File: src/rtl/usb_tx_counter_pkg.sv
// Shared types and constants for the multi-channel USB TX counter.
// Channel slices are packed with channel 0 in the LSBs.
package usb_tx_counter_pkg;

  typedef enum logic {
    MODE_WRAP    = 1'b0,
    MODE_ONESHOT = 1'b1
  } cnt_mode_e;

  localparam int unsigned SIZE_DEF   = 10;
  localparam int unsigned INC_W_DEF  = 8;
  localparam int unsigned NUM_CH_DEF = 2;

  function automatic int unsigned ch_lsb(
    input int unsigned ch,
    input int unsigned w
  );
    return ch * w;
  endfunction

endpackage

File: src/rtl/usb_tx_counter_ch.sv
// One counter channel: step, terminal compare, wrap residue, one-shot done.
// Priority is clear > load > enable > hold; all outputs registered.
module usb_tx_counter_ch
  import usb_tx_counter_pkg::*;
#(
  parameter int unsigned SIZE  = SIZE_DEF,
  parameter int unsigned INC_W = INC_W_DEF
) (
  input  logic             clk,
  input  logic             rst,
  input  logic             clear_i,
  input  logic             en_i,
  input  logic             load_i,
  input  logic [SIZE-1:0]  load_val_i,
  input  logic [INC_W-1:0] inc_val_i,
  input  logic [SIZE-1:0]  roll_val_i,
  input  cnt_mode_e        mode_i,
  output logic [SIZE-1:0]  count_o,
  output logic             pulse_o,
  output logic             done_o
);

  localparam int unsigned W1 = SIZE + 1;

  logic [SIZE-1:0] count_q, count_d;
  logic            pulse_q, pulse_d;
  logic            done_q, done_d;
  logic [W1-1:0]   sum, roll_ext, residue;
  logic            roll_nz, hit, frozen;

  always_comb begin
    roll_ext = W1'(roll_val_i);
    sum      = W1'(count_q) + W1'(inc_val_i);
    residue  = sum - roll_ext;
    roll_nz  = |roll_val_i;
    hit      = roll_nz && (sum >= roll_ext);
    frozen   = (mode_i == MODE_ONESHOT) && done_q;
    count_d  = count_q;
    pulse_d  = 1'b0;
    done_d   = done_q;
    if (clear_i) begin
      count_d = '0;
      done_d  = 1'b0;
    end else if (load_i) begin
      count_d = load_val_i;
      done_d  = 1'b0;
    end else if (en_i && roll_nz && !frozen) begin
      if (!hit) begin
        count_d = sum[SIZE-1:0];
      end else if (mode_i == MODE_ONESHOT) begin
        count_d = roll_val_i;
        done_d  = 1'b1;
        pulse_d = 1'b1;
      end else begin
        // A step larger than the period can overshoot twice; park at 0
        count_d = (residue < roll_ext) ? residue[SIZE-1:0] : '0;
        pulse_d = 1'b1;
      end
    end
  end

  always_ff @(posedge clk or posedge rst) begin
    if (rst) begin
      count_q <= '0;
      pulse_q <= 1'b0;
      done_q  <= 1'b0;
    end else begin
      count_q <= count_d;
      pulse_q <= pulse_d;
      done_q  <= done_d;
    end
  end

  assign count_o = count_q;
  assign pulse_o = pulse_q;
  assign done_o  = done_q;

endmodule

File: src/rtl/usb_tx_multi_counter.sv
// Multi-channel TX timing counter: packs and unpacks per-channel buses
// around NUM_CH independent usb_tx_counter_ch instances.
module usb_tx_multi_counter
  import usb_tx_counter_pkg::*;
#(
  parameter int unsigned SIZE   = SIZE_DEF,
  parameter int unsigned INC_W  = INC_W_DEF,
  parameter int unsigned NUM_CH = NUM_CH_DEF
) (
  input  logic                    clk,
  input  logic                    rst,
  input  logic [NUM_CH-1:0]       clear,
  input  logic [NUM_CH-1:0]       count_enable,
  input  logic [NUM_CH-1:0]       load,
  input  logic [NUM_CH*SIZE-1:0]  load_val,
  input  logic [NUM_CH*INC_W-1:0] inc_val,
  input  logic [NUM_CH*SIZE-1:0]  rollover_val,
  input  logic [NUM_CH-1:0]       oneshot,
  output logic [NUM_CH*SIZE-1:0]  count_out,
  output logic [NUM_CH-1:0]       rollover_pulse,
  output logic [NUM_CH-1:0]       done
);

  for (genvar g = 0; g < NUM_CH; g++) begin : g_ch
    localparam int unsigned LS = ch_lsb(g, SIZE);
    localparam int unsigned LI = ch_lsb(g, INC_W);

    usb_tx_counter_ch #(
      .SIZE  (SIZE),
      .INC_W (INC_W)
    ) u_ch (
      .clk        (clk),
      .rst        (rst),
      .clear_i    (clear[g]),
      .en_i       (count_enable[g]),
      .load_i     (load[g]),
      .load_val_i (load_val[LS +: SIZE]),
      .inc_val_i  (inc_val[LI +: INC_W]),
      .roll_val_i (rollover_val[LS +: SIZE]),
      .mode_i     (cnt_mode_e'(oneshot[g])),
      .count_o    (count_out[LS +: SIZE]),
      .pulse_o    (rollover_pulse[g]),
      .done_o     (done[g])
    );
  end

endmodule

File: config.mk
export PLATFORM = sky130hd
export DESIGN_NAME = usb_tx_multi_counter
export DESIGN_NICKNAME = d
export VERILOG_FILES = /design/src/rtl/usb_tx_counter_pkg.sv /design/src/rtl/usb_tx_counter_ch.sv /design/src/rtl/usb_tx_multi_counter.sv
export SDC_FILE = /design/constraint.sdc
export NUM_CORES = 1
export LEC_CHECK = 0
export BUFFER_PORTS_ARGS = -buffer_cell sky130_fd_sc_hd__buf_2
export CAP_MARGIN = 0
export CELL_PAD_IN_SITES_DETAIL_PLACEMENT = 1
export CELL_PAD_IN_SITES_GLOBAL_PLACEMENT = 2
export CORE_AREA = 2 2 113 115
export DETAILED_ROUTE_END_ITERATION = 10
export DIE_AREA = 0 0 115 117
export GPL_TIMING_DRIVEN = 1
export PLACE_DENSITY = 0.83
export SYNTH_ARGS = -nofsm -noshare
export SYNTH_HDL_FRONTEND = slang
export SYNTH_SLANG_ARGS = --single-unit
File: constraint.sdc
create_clock -name clk -period 5 [get_ports clk]
set_input_delay 0.25 -clock clk [delete_from_list [all_inputs] [get_ports clk]]
set_output_delay 0.25 -clock clk [all_outputs]
set_load 0.005 [all_outputs]
Word-level counts from Yosys, hierarchy flattened:

Index checks and enable logic that the tools add are counted.

* flip-flop bits (word level): 24
* bits in latches: 0
* bits in writable memories: 0
* ROM bits: 0
* input port bits: 66
* output and inout port bits: 24
* word-level logic and storage cells: 64
* memories kept: 0

* add/subtract/negate cells: 4
* multipliers: 0
* div/mod/pow operators: 0
* order comparisons: 4
* equal/unequal tests: 0
* shift operators: 0
* mux-type cells: 30
* bitwise logic cells: 0
* reduce and logical (&&, ||, !) cells: 20

Operators with widths (number)
* $mux W10: 12
* $add A10 B8 Y11: 2
* $ge A11 B10 Y1: 2
* $lt A11 B10 Y1: 2
* $sub A11 B10 Y11: 2
* $reduce_or A10 Y1: 2
* $mux W1: 18
* $reduce_bool A3 Y1: 6
* $logic_and A1 B1 Y1: 8
* $reduce_and A3 Y1: 2
* $logic_not A1 Y1: 2

Depth between registers and ports, before layout:

* word-level depth: 9
* depth in mapped cells: 22
* gate-level depth less buffers: 22

Cells and area by module:

A second synthesis with hierarchy kept.

* cells, all modules: 542
* area, all modules: 4276.6 sq um

Modules (own cells, without submodules)
* usb_tx_counter_ch at g_ch[0].u_ch: times used 1, cells each 272, area each 2158.3 sq um, seq. area each 300.3 sq um
* usb_tx_counter_ch at g_ch[1].u_ch: times used 1, cells each 270, area each 2118.3 sq um, seq. area each 300.3 sq um

Worst setup path before layout:

OpenSTA, ideal clock, no wires.

* path type: register to register
* start point: register g_ch[0].u_ch.count_q[1]
* end point: register g_ch[0].u_ch.count_q[9]
* setup time: 0.066 ns
* data arrival time: 4.019 ns
* data required time: 4.934 ns
* setup slack: 0.916 ns
* stages on the path, launching flop included: 19
* path buffers: 0
* clock period less this slack: 4.084 ns
* cells stage by stage: dfrtp_1 ha_1 a21o_1 a21oi_1 o21bai_1 a21oi_1 a21oi_1 xor2_1 ha_1 nor2b_1 nor2_1 a21oi_1 xor2_1 ha_1 a211o_1 o2111ai_1 nand2_1 o311ai_0 o211a_1

* longest elaborated chain between the ends: 9
* elaborated cells between the ends (all ways): 11
* classes of those cells: 2 x add/sub; 2 x order compare; 6 x mux; 1 x reduce/logical

RTL lines
* start: declaration: line usb_tx_counter_ch.sv:25 `logic [SIZE-1:0] count_q, count_d;`
* start signal: assignment: line usb_tx_counter_ch.sv:68 `count_q <= count_d;`
* $add A10 B8 Y11 (*): line usb_tx_counter_ch.sv:33 `sum = W1'(count_q) + W1'(inc_val_i);`
* $sub A11 B10 Y11: line usb_tx_counter_ch.sv:34 `residue = sum - roll_ext;`
* $lt A11 B10 Y1: line usb_tx_counter_ch.sv:56 `count_d = (residue < roll_ext) ? residue[SIZE-1:0] : '0;`
* $mux W10: line usb_tx_counter_ch.sv:56
* $mux W10: line usb_tx_counter_ch.sv:50 `end else if (mode_i == MODE_ONESHOT) begin`
* $mux W10 (*): line usb_tx_counter_ch.sv:48 `if (!hit) begin`
* $mux W10 (*): line usb_tx_counter_ch.sv:47 `end else if (en_i && roll_nz && !frozen) begin`
* $mux W10 (*): line usb_tx_counter_ch.sv:44 `end else if (load_i) begin`
* $mux W10 (*): line usb_tx_counter_ch.sv:41 `if (clear_i) begin`

Every way passes the cells marked *; elsewhere a longest branch is shown, timed or not. The select of a mux whose other input is x is not followed.
A chain may end at the register's enable or synchronous reset.

Final worst setup path:

* start point: register g_ch[1].u_ch.count_q[0]
* end point: register g_ch[1].u_ch.count_q[5]

* longest elaborated chain between the ends: 9
* elaborated cells between the ends (all ways): 11
* classes of those cells: 2 x add/sub; 2 x order compare; 6 x mux; 1 x reduce/logical

RTL lines (line)
* start: declaration: usb_tx_counter_ch.sv:25
* start signal: assignment: usb_tx_counter_ch.sv:68
* $add A10 B8 Y11 (*): usb_tx_counter_ch.sv:33
* $sub A11 B10 Y11: usb_tx_counter_ch.sv:34
* $lt A11 B10 Y1: usb_tx_counter_ch.sv:56
* $mux W10: usb_tx_counter_ch.sv:56
* $mux W10: usb_tx_counter_ch.sv:50
* $mux W10 (*): usb_tx_counter_ch.sv:48
* $mux W10 (*): usb_tx_counter_ch.sv:47
* $mux W10 (*): usb_tx_counter_ch.sv:44
* $mux W10 (*): usb_tx_counter_ch.sv:41

Marks and branches as above.

==> out/qor.csv <==
metric,value,unit
status,completed,
initial_core_util,31.2,%
wl_met3,485,µm
power,2.33,mW
areaGrowthSynthToFinish,19.5,%
clock_latency,0.28,ns
rsz0062_at_grt,no,
cp-end-kind,flip-flop,
wl_per_cell,20.1,µm
synthMuxAreaShare,0.261,%
routabilityCongestion,0.887,
hold_viol,0,
track_usage,21.9,%
dr_wl_met2,6980,µm
post-route-period-util,93.0,%
synth_top_cell_area_share,18.2,%
antenna_cells,0,
io_pins,90,
globalRouteOverflowTotal,0,
yosys.area.top_type,ha_1,
clockBufferDepth,2,
ys_warn_count,0,
fmax,215,MHz
ys_ff_latch,24,
die_w,115,µm
fin_setup_tns,0,ns
drc_errors,0,
crit_path_start_kind,flip-flop,
firstDrtPassIters,4,
placed_cell_area,4440,µm²
syn_area_per_cell,7.81,µm²
wl_met1,6910,µm
clock_sinks,24,
clock_skew,0.00199,ns
vias,4134,
powerDensity,507,nW/µm²
antenna_left,0,
hpwlAfterDp,12200,µm
cts_max_level,1,
ir_worst_vdd,0.000211,V
synth_cell_type_count,63,
synth_top_family_by_area,compound AO/OA/AOI/OAI gates,
setup-violations-final,0,
synthArstFlopShare,100,%
crit_fanout,5,
crit_required,5.20,ns
cts_root_buffer,clkbuf_16,
cts_tree,done,
antenna_found_initial,1,
die_h,117,µm
grt_max_degree,25,
finish.instance_area,4590,µm²
path_clk_slew,0.08,ns
crit_arrival,4.85,ns
synthCells,492,
portBuffers,89,
synth.top_cells.by_area,"ha_1, dfrtp_1, xnor2_1",
whs,0.0443,ns
dieArea,13500,µm²
fillers,1546,
synth_fa_ha_area_share,20.3,%
route.top_layer_used,met4,
yosys-top-cells-count,"ha_1, inv_1, nor2_1, a21oi_1, nand2_1",
slew_viol_final,0,
syn-num-nets,618,
grt_pass1_wl,22800,µm
synth_compound_area_share,30.5,%
r2r_slack,0.35,ns
synth-edff-count,0,
grt_pass1_vias,4284,
hp-class,in2async,
cap_violations,0,
drive_gt1_share,20.4,%
crit_type,reg2reg,
hold_buffers,0,
ys_seq_area_share,15.6,%
synthSimpleGateAreaFrac,19.6,%
min_period,4.65,ns
drt_iter0_drc,170,
nets,705,
cts_buffers,3,
yosysMostFrequentCell,ha_1,
synth_area,3840,µm²
relSlewSlack,33.3,%
num_rows,41,
core,12300,µm²
synth_xor_area_share,7.07,%
synth_ff_type,dfrtp_1,
power_leakage,2.21,nW
wl,14700,µm
vias_per_cell,5.68,
worstMarginPinSlew,0.991,ns
==> timing repair <==
item | in CTS | in global routing
setup buffers | 0 | 3
hold endpoints to repair | 0 | 0
endpoints found under the setup margin | 0 | 10
gates resized for setup | 0 | 3
==> kinds of logic after synthesis <==
logic type,count (synthesis)
xor gates and xnor gates,31
muxes,1
DFF,24
AOI/OAI and AO/OA,168
buffers and inverters,62
and+or+nand+nor,146
adders and majority gates,60
==> metrics by stage <==
stage          setup WS [ns]  utilization (%)  std cells
3_3_place_gp           0.459             36.1        721
6_report               0.348             37.3        728
2_1_floorplan          0.916                -        492
4_1_cts                0.170             36.9        725
3_5_place_dp           0.189             36.1        721
5_1_grt               0.0230             37.3        728
==> report_power, final <==
group	switching [mW]	internal, mW	leakage, nW
Sequential	0.0501	0.232	0.317
Combinational	1.05	0.740	1.84
Clock	0.0943	0.160	0.0511
==> routing by layer <==
layer / up-vias / track usage [%]
met5: - / 0
met4: 0 / 6.83
met3: 16 / 1.65
met2: 94 / 37.9
met1: 2013 / 29.3
li1: 2011 / -
==> final timing paths <==
check | from | end | depth (start not counted)
min in group clk | load_val[0] | g_ch[0].u_ch.count_o[0]$_DFFE_PP0P_ | 3
hold / removal | rst | g_ch[1].u_ch.pulse_o$_DFF_PP0_ | 3
setup / recovery | g_ch[1].u_ch.count_o[0]$_DFFE_PP0P_ | g_ch[1].u_ch.count_o[5]$_DFFE_PP0P_ | 23
setup reg to reg | g_ch[1].u_ch.count_o[0]$_DFFE_PP0P_ | g_ch[1].u_ch.count_o[5]$_DFFE_PP0P_ | 23
hold reg to reg | g_ch[0].u_ch.count_o[0]$_DFFE_PP0P_ | g_ch[0].u_ch.count_o[0]$_DFFE_PP0P_ | 2
max in group asynchronous | rst | g_ch[0].u_ch.count_o[2]$_DFFE_PP0P_ | 3
==> final cells by class <==
class	count	area, µm²	area share (%)
clock buffer	3	75.1	1.64
timing repair buffer	98	513	11.2
tap	150	188	4.09
multi-input combinational	406	3010	65.6
clock inverter	1	30.0	0.654
sequential	24	601	13.1
inverter	46	173	3.76
==> registers in the layout, summed over array words and instances, names as in the netlist <==
| signal | cells |
|---|---|
| g_ch.u_ch.pulse_o | 2 |
| g_ch.u_ch.count_o | 20 |
| g_ch.u_ch.done_o | 2 |
==> critical path: stages, from the launching register on <==
cell	delay (ns)
dfrtp_1	0.40
ha_2	0.24
inv_1	0.06
fa_1	0.39
nand2b_1	0.18
nand2b_1	0.09
a21oi_1	0.09
xnor2_2	0.18
ha_4	0.31
o21a_1	0.11
o31a_1	0.16
o22ai_2	0.09
o21bai_1	0.17
a21oi_1	0.11
xnor2_1	0.25
ha_1	0.29
a211o_1	0.28
nor3_1	0.18
nor2_1	0.11
nor4_4	0.31
buf_4	0.18
buf_4	0.11
a221oi_1	0.08
nor2_1	0.18
==> placed cells by master (no fill, tap or decap), types with 3 or more instances in the layout <==
cell type | synthesis | routed
nand2_1 | 31 | 31
o211ai_1 | 5 | 5
xnor2_1 | 25 | 24
a21o_1 | 8 | 8
nand3_1 | 6 | 6
a211oi_1 | 6 | 6
a21oi_1 | 41 | 41
nor2b_1 | 10 | 10
xor2_1 | 6 | 6
nor4_1 | 6 | 6
o31ai_1 | 4 | 4
a32oi_1 | 4 | 4
inv_1 | 46 | 46
o21ai_0 | 27 | 27
nand4_1 | 9 | 9
a31oi_1 | 5 | 5
o31a_1 | 3 | 3
and3_1 | 3 | 3
o221ai_1 | 7 | 7
dfrtp_1 | 24 | 24
nor2_1 | 44 | 44
o21bai_1 | 4 | 4
nor3_1 | 15 | 15
fa_1 | 4 | 4
nand2b_1 | 7 | 7
a221oi_1 | 10 | 10
and2_1 | 3 | 3
buf_4 | 4 | 9
clkbuf_16 | 0 | 3
o21a_1 | 9 | 9
a22oi_1 | 10 | 10
buf_2 | 2 | 89
ha_1 | 56 | 54
Power figures use the tool's default switching activity.
